**src/rtl/cal_serial_if.sv**
```systemverilog
// cal_serial_if: start/busy/done handshake, operands and results of the bit-serial controller
interface cal_serial_if #(parameter int WIDTH = 8);
  logic             start;
  logic [1:0]       op;
  logic [WIDTH-1:0] a_in;
  logic [WIDTH-1:0] b_in;
  logic [WIDTH-1:0] result;
  logic             carry_out;
  logic             overflow;
  logic             busy;
  logic             done;
  modport master (output start, op, a_in, b_in, input result, carry_out, overflow, busy, done);
  modport slave  (input start, op, a_in, b_in, output result, carry_out, overflow, busy, done);
endinterface

```
**src/rtl/cal_serial_ctrl.sv**
```systemverilog
// cal_serial_ctrl: bit-serial AND/OR/ADD/SUB controller driving a 1-bit cal ALU slice, LSB first
module cal (
  input  logic       a,
  input  logic       b,
  input  logic       s,
  input  logic       cin,
  input  logic [1:0] clop,
  output logic       out,
  output logic       c_out
);
  logic bp;
  assign bp    = b ^ s;
  assign out   = clop == 2'b00 ? a & bp : clop == 2'b01 ? a | bp : a ^ bp ^ cin;
  assign c_out = (clop == 2'b10) & ((a & bp) | (a & cin) | (bp & cin));
endmodule

module cal_serial_ctrl #(parameter int WIDTH = 8) (
  input logic         clk,
  input logic         reset,
  cal_serial_if.slave bus
);
  localparam int CW = $clog2(WIDTH);
  typedef enum logic [1:0] {IDLE, RUN, DONE} state_t;
  state_t           state, state_n;
  logic [WIDTH-1:0] a_sh, b_sh, r_sh, result;
  logic [1:0]       op_r, clop;
  logic [CW-1:0]    cnt;
  logic             cy, cmsb, carry_out, overflow;
  logic             run, last, arith, sa, sb, ss, scin, out, c_out;
  assign run   = state == RUN;
  assign last  = cnt == CW'(WIDTH - 1);
  assign arith = op_r[1];
  // slice inputs are forced to zero outside RUN so they are never unknown
  assign sa    = run & a_sh[0];
  assign sb    = run & b_sh[0];
  assign ss    = run & (op_r == 2'b11);
  assign scin  = run & cy;
  assign clop  = run ? (arith ? 2'b10 : op_r) : 2'b00;
  cal u_cal (.a(sa), .b(sb), .s(ss), .cin(scin), .clop(clop), .out(out), .c_out(c_out));
  always_comb begin
    state_n = state == IDLE ? (bus.start ? RUN : IDLE) : run ? (last ? DONE : RUN) : IDLE;
  end
  always_ff @(posedge clk) begin
    if (reset) begin
      state     <= IDLE;
      a_sh      <= '0;
      b_sh      <= '0;
      r_sh      <= '0;
      op_r      <= '0;
      cnt       <= '0;
      cy        <= 1'b0;
      cmsb      <= 1'b0;
      result    <= '0;
      carry_out <= 1'b0;
      overflow  <= 1'b0;
    end else begin
      state <= state_n;
      if (state == IDLE && bus.start) begin
        a_sh <= bus.a_in;
        b_sh <= bus.b_in;
        op_r <= bus.op;
        cnt  <= '0;
        cy   <= bus.op == 2'b11;
      end else if (run) begin
        a_sh <= a_sh >> 1;
        b_sh <= b_sh >> 1;
        r_sh <= {out, r_sh[WIDTH-1:1]};
        cy   <= arith & c_out;
        cnt  <= cnt + 1'b1;
        if (cnt == CW'(WIDTH - 2)) cmsb <= c_out;
        if (last) begin
          result    <= {out, r_sh[WIDTH-1:1]};
          carry_out <= arith & c_out;
          overflow  <= arith & (cmsb ^ c_out);
        end
      end
    end
  end
  assign bus.result    = result;
  assign bus.carry_out = carry_out;
  assign bus.overflow  = overflow;
  assign bus.busy      = state != IDLE;
  assign bus.done      = state == DONE;
endmodule

```
**src/flat_wrapper.sv**
```systemverilog
// flat-port wrapper written by rule: the top's interface ports become plain ports
module cal_serial_ctrl_flat 
#(parameter int WIDTH = 8)
  (clk, reset, bus_start, bus_op, bus_a_in, bus_b_in, bus_result, bus_carry_out, bus_overflow, bus_busy, bus_done);
  cal_serial_if #(.WIDTH(WIDTH)) bus_i ();
  input logic clk;
  input logic reset;
  input wire logic [$bits(bus_i.start)-1:0] bus_start;
  input wire logic [$bits(bus_i.op)-1:0] bus_op;
  input wire logic [$bits(bus_i.a_in)-1:0] bus_a_in;
  input wire logic [$bits(bus_i.b_in)-1:0] bus_b_in;
  output wire logic [$bits(bus_i.result)-1:0] bus_result;
  output wire logic [$bits(bus_i.carry_out)-1:0] bus_carry_out;
  output wire logic [$bits(bus_i.overflow)-1:0] bus_overflow;
  output wire logic [$bits(bus_i.busy)-1:0] bus_busy;
  output wire logic [$bits(bus_i.done)-1:0] bus_done;
  assign bus_i.start = bus_start;
  assign bus_i.op = bus_op;
  assign bus_i.a_in = bus_a_in;
  assign bus_i.b_in = bus_b_in;
  assign bus_result = bus_i.result;
  assign bus_carry_out = bus_i.carry_out;
  assign bus_overflow = bus_i.overflow;
  assign bus_busy = bus_i.busy;
  assign bus_done = bus_i.done;
  cal_serial_ctrl #(.WIDTH(WIDTH)) u_core (.clk(clk), .reset(reset), .bus(bus_i));
endmodule
```
**config.mk**
```make
export PLATFORM = sky130hd
export DESIGN_NAME = cal_serial_ctrl_flat
export DESIGN_NICKNAME = d
export VERILOG_FILES = /design/src/rtl/cal_serial_if.sv /design/src/rtl/cal_serial_ctrl.sv /design/src/flat_wrapper.sv
export SDC_FILE = /design/constraint.sdc
export NUM_CORES = 1
export LEC_CHECK = 0
export CAP_MARGIN = 40
export CORE_MARGIN = 2
export CORE_UTILIZATION = 27
export CTS_CLUSTER_DIAMETER = 200
export DETAILED_ROUTE_END_ITERATION = 8
export PLACE_DENSITY = 0.43
export REMOVE_ABC_BUFFERS = 1
export SLEW_MARGIN = 30
export SYNTH_ARGS = -nofsm -noshare
export SYNTH_HDL_FRONTEND = slang
export SYNTH_HIERARCHICAL = 1
export SYNTH_SLANG_ARGS = --single-unit
```
**constraint.sdc**
```tcl
create_clock -name clk -period 3 [get_ports clk]
set_input_delay 0.6 -clock clk [delete_from_list [all_inputs] [get_ports clk]]
set_output_delay 0.6 -clock clk [all_outputs]
set_load 0.03 [all_outputs]
```
==> impl_metrics.yaml <==
status:
  status: "completed"
min_path:
  min_path_type: "flop to flop"
  holdPathStages: 2
sta:
  tightest_slew_ns: 0.6254
  drv_slew: 0
  maxSlewHeadroom_pct: 58.26
  fmax_mhz: 416.7
  finalHoldViolCount: 0
  fin_crit_ns: 2.400
  totalNegativeSetupSlack_ns: 0
  rsz0062_at_grt: "no"
  period_share_pct: 80.00
  fin_worst_skew_ns: 0.005120
  setup_viol: 0
  setup_ws_ns: 0.5999
pwr:
  clock_power_share_pct: 34.4
  power.share.sequential_pct: 53.0
  pwr-share-comb_pct: 12.5
  internal-power_mw: 0.8321
  p_switching_mw: 0.2953
  pwr_density_cell_mw_per_mm2: 485.0
  p_leak_nw: 0.8458
  switching_share_pct: 26.19
  vdd_ir_drop_max_mv: 0.1727
worst_setup_path:
  critPathMaxFanout: 9
  arrival_ns: 1.80
  max_stage_delay_ns: 0.68
  crit_required_ns: 2.40
  crit_path_start_kind: "flop"
  critPathBufInv: 2
  endpoint_kind: "output port"
  critical_path_class: "flop to output port"
  r2r_cells: 9
  crit_slowest_cell: "clkdlybuf4s50_1"
  worstSetupPathDepth: 3
  cp_cell_sequence: "inv_1 > nor2_1 > clkdlybuf4s50_1"
  cp_top_family: "buffers and inverters"
drt:
  drt-initial-drc-count: 68
  vias: 1571
  via_per_inst: 4.690
  finalWirelength_mm: 4.445
  drtAntennaViolNets: 0
  drt_pass1_iterations: 4
  wl_per_cell_um: 13.27
  drc: 0
logic_synthesis:
  synth-edff-count: 0
  ys_async_sr_fraction_pct: 0
  yosys_most_used_dff: "dfxtp_1"
  syn_inst: 226
  synth_seq_cells: 42
  synth_cell_types: 38
  synth_warnings: 6
  yosysSeqAreaShare_pct: 45.13
  synth_area_per_cell_um2: 8.244
  syn-cell-area_mm2: 0.001863
final_layout:
  diodes: 0
  nets: 281
  final_cell_mix: "nand2_1 (52), dfxtp_1 (42), clkdlybuf4s50_1 (32)"
  final_common_cell: "nand2_1"
  drive_above_1_share_pct: 6.667
  syn_to_final_growth_pct: 24.78
clocking:
  clock_latency_ns: 0.29
  cts_hold_buf: 0
  cts-root-buf: "clkbuf_8"
  cts.sinks: 42
  clk_pin_slew_worst_paths_ns: 0.08
  cts_resized: 0
  clockBufferDepth: 2
  cts_buffers: 5
  cts_tree: "built"
  post-cts-setup-buffers: 0
  cts.htree.levels: 2
place:
  dp_slack_ns: 0.7299
  hpwl_mm: 2.973
  io_buffers: 32
  gp_congestion: 0.7422
grt:
  grt-ovfl-total: 0
  grt_max_degree: 35
  met1_usage_pct: 16.39
  grt_busiest_layer: "met2"
  antenna_found_initial: 0
  met2_usage_pct: 20.96
  use_met3_pct: 2.559
  grt_usage_pct: 12.72
  grt_pass1_wl_mm: 7.583
  first_global_vias: 1569
floorplanning:
  io_pins: 33
  dieArea_mm2: 0.007580
  rows: 30
  initial_core_util_pct: 27.73
  core_mm2: 0.006719
  die_h_um: 87.07
  die_w_um: 87.07
job:
  maxCapViolations: 0
## through the flow
stage	hold WS (ns)	instance area, um2	total power, mW	std cells	utilization [%]
final	0.4554	2325	1.127	335	34.60
after global routing	0.4763	2325	1.191	335	34.60
after global placement	0.4430	2230	0.7538	327	33.18
after CTS	0.4597	2325	1.152	335	34.60
after detailed placement	0.4461	2230	0.7531	327	33.18
after floorplan	0.4260	1772	0.6811	210	-
## final cells by class
| class | instances | area (um2) |
|---|---|---|
| Inverter | 6 | 22.52 |
| Timing Repair Buffer | 37 | 357.8 |
| Fill cell | 722 | 4394 |
| Tap cell | 80 | 100.1 |
| Multi-Input combinational cell | 162 | 908.4 |
| Clock inverter | 2 | 12.51 |
| Sequential cell | 42 | 840.8 |
| Clock buffer | 6 | 82.58 |
## per-layer routing
layer	vias up	wire length, um	part of all wire [%]
li1	813	-	-
met1	733	2249	51
met2	20	2039	46
met3	5	94	2.1
met4	0	61	1.4
met5	-	0	0
## cells by family (layout without fill, tap and decap cells)
group                      Yosys count  after routing  synth area share (%)
muxes                                1              1                0.5373
buffers and inverters               22             51                 6.111
adders and majority gates            6              6                 4.433
and+or+nand+nor                     96             96                 23.31
DFF                                 42             42                 45.13
xor gates and xnor gates             3              3                 1.411
AOI/OAI and AO/OA                   56             56                 19.07
## power by group through the flow
stage,combinational (mW),sequential [mW],clock (mW)
floorplan,0.0747,0.606,0
finish,0.141,0.598,0.388
global placement,0.143,0.611,0
detailed placement,0.142,0.611,0
global route,0.159,0.602,0.431
CTS,0.143,0.598,0.411
## flip-flops by register name, indices dropped and copies added, names as in the netlist, 2 cells and up
signal,flops
u_core/b_sh,8
u_core/bus.result,8
u_core/op_r,2
u_core/a_sh,8
u_core/cnt,3
u_core/r_sh,7
u_core/state,2
## final timing paths
kind	slack, ns	from	endpoint
worst max-delay path	0.60	u_core/state[1]	bus_done
worst min-delay path	0.46	u_core/r_sh[1]	u_core/bus.result[0]
worst max register to register	0.76	u_core/state[0]	u_core/bus.overflow
worst min register to register	0.46	u_core/r_sh[1]	u_core/bus.result[0]
## worst register-to-register path, stage by stage (launching register included)
cell	delay, ns
dfxtp_1	0.54
nor2b_1	0.28
and3_1	0.20
xor2_1	0.26
fa_1	0.22
nand2_1	0.05
nor2_1	0.25
xor2_1	0.17
nand3_1	0.08
a21oi_1	0.14
## Yosys cell counts (2+ instances only)
| library cell | instances | area share (%) |
|---|---|---|
| a22oi_1 | 2 | 0.81 |
| nor2_1 | 21 | 4.2 |
| nand2_1 | 52 | 10 |
| ha_1 | 5 | 3.4 |
| and3_1 | 2 | 0.67 |
| buf_6 | 2 | 1.2 |
| a21oi_1 | 30 | 8.1 |
| and2_1 | 3 | 1.0 |
| xor2_1 | 2 | 0.94 |
| nand2b_1 | 3 | 1.0 |
| nor3_1 | 3 | 0.81 |
| o22ai_1 | 3 | 1.0 |
| dfxtp_1 | 42 | 45 |
| buf_4 | 2 | 0.81 |
| buf_2 | 7 | 1.9 |
| nor2b_1 | 3 | 1.0 |
| clkbuf_1 | 5 | 1.0 |
| nand3_1 | 2 | 0.54 |
| inv_1 | 6 | 1.2 |
| a211oi_1 | 13 | 5.2 |
Note: power is estimated with default switching activity, not from simulation.
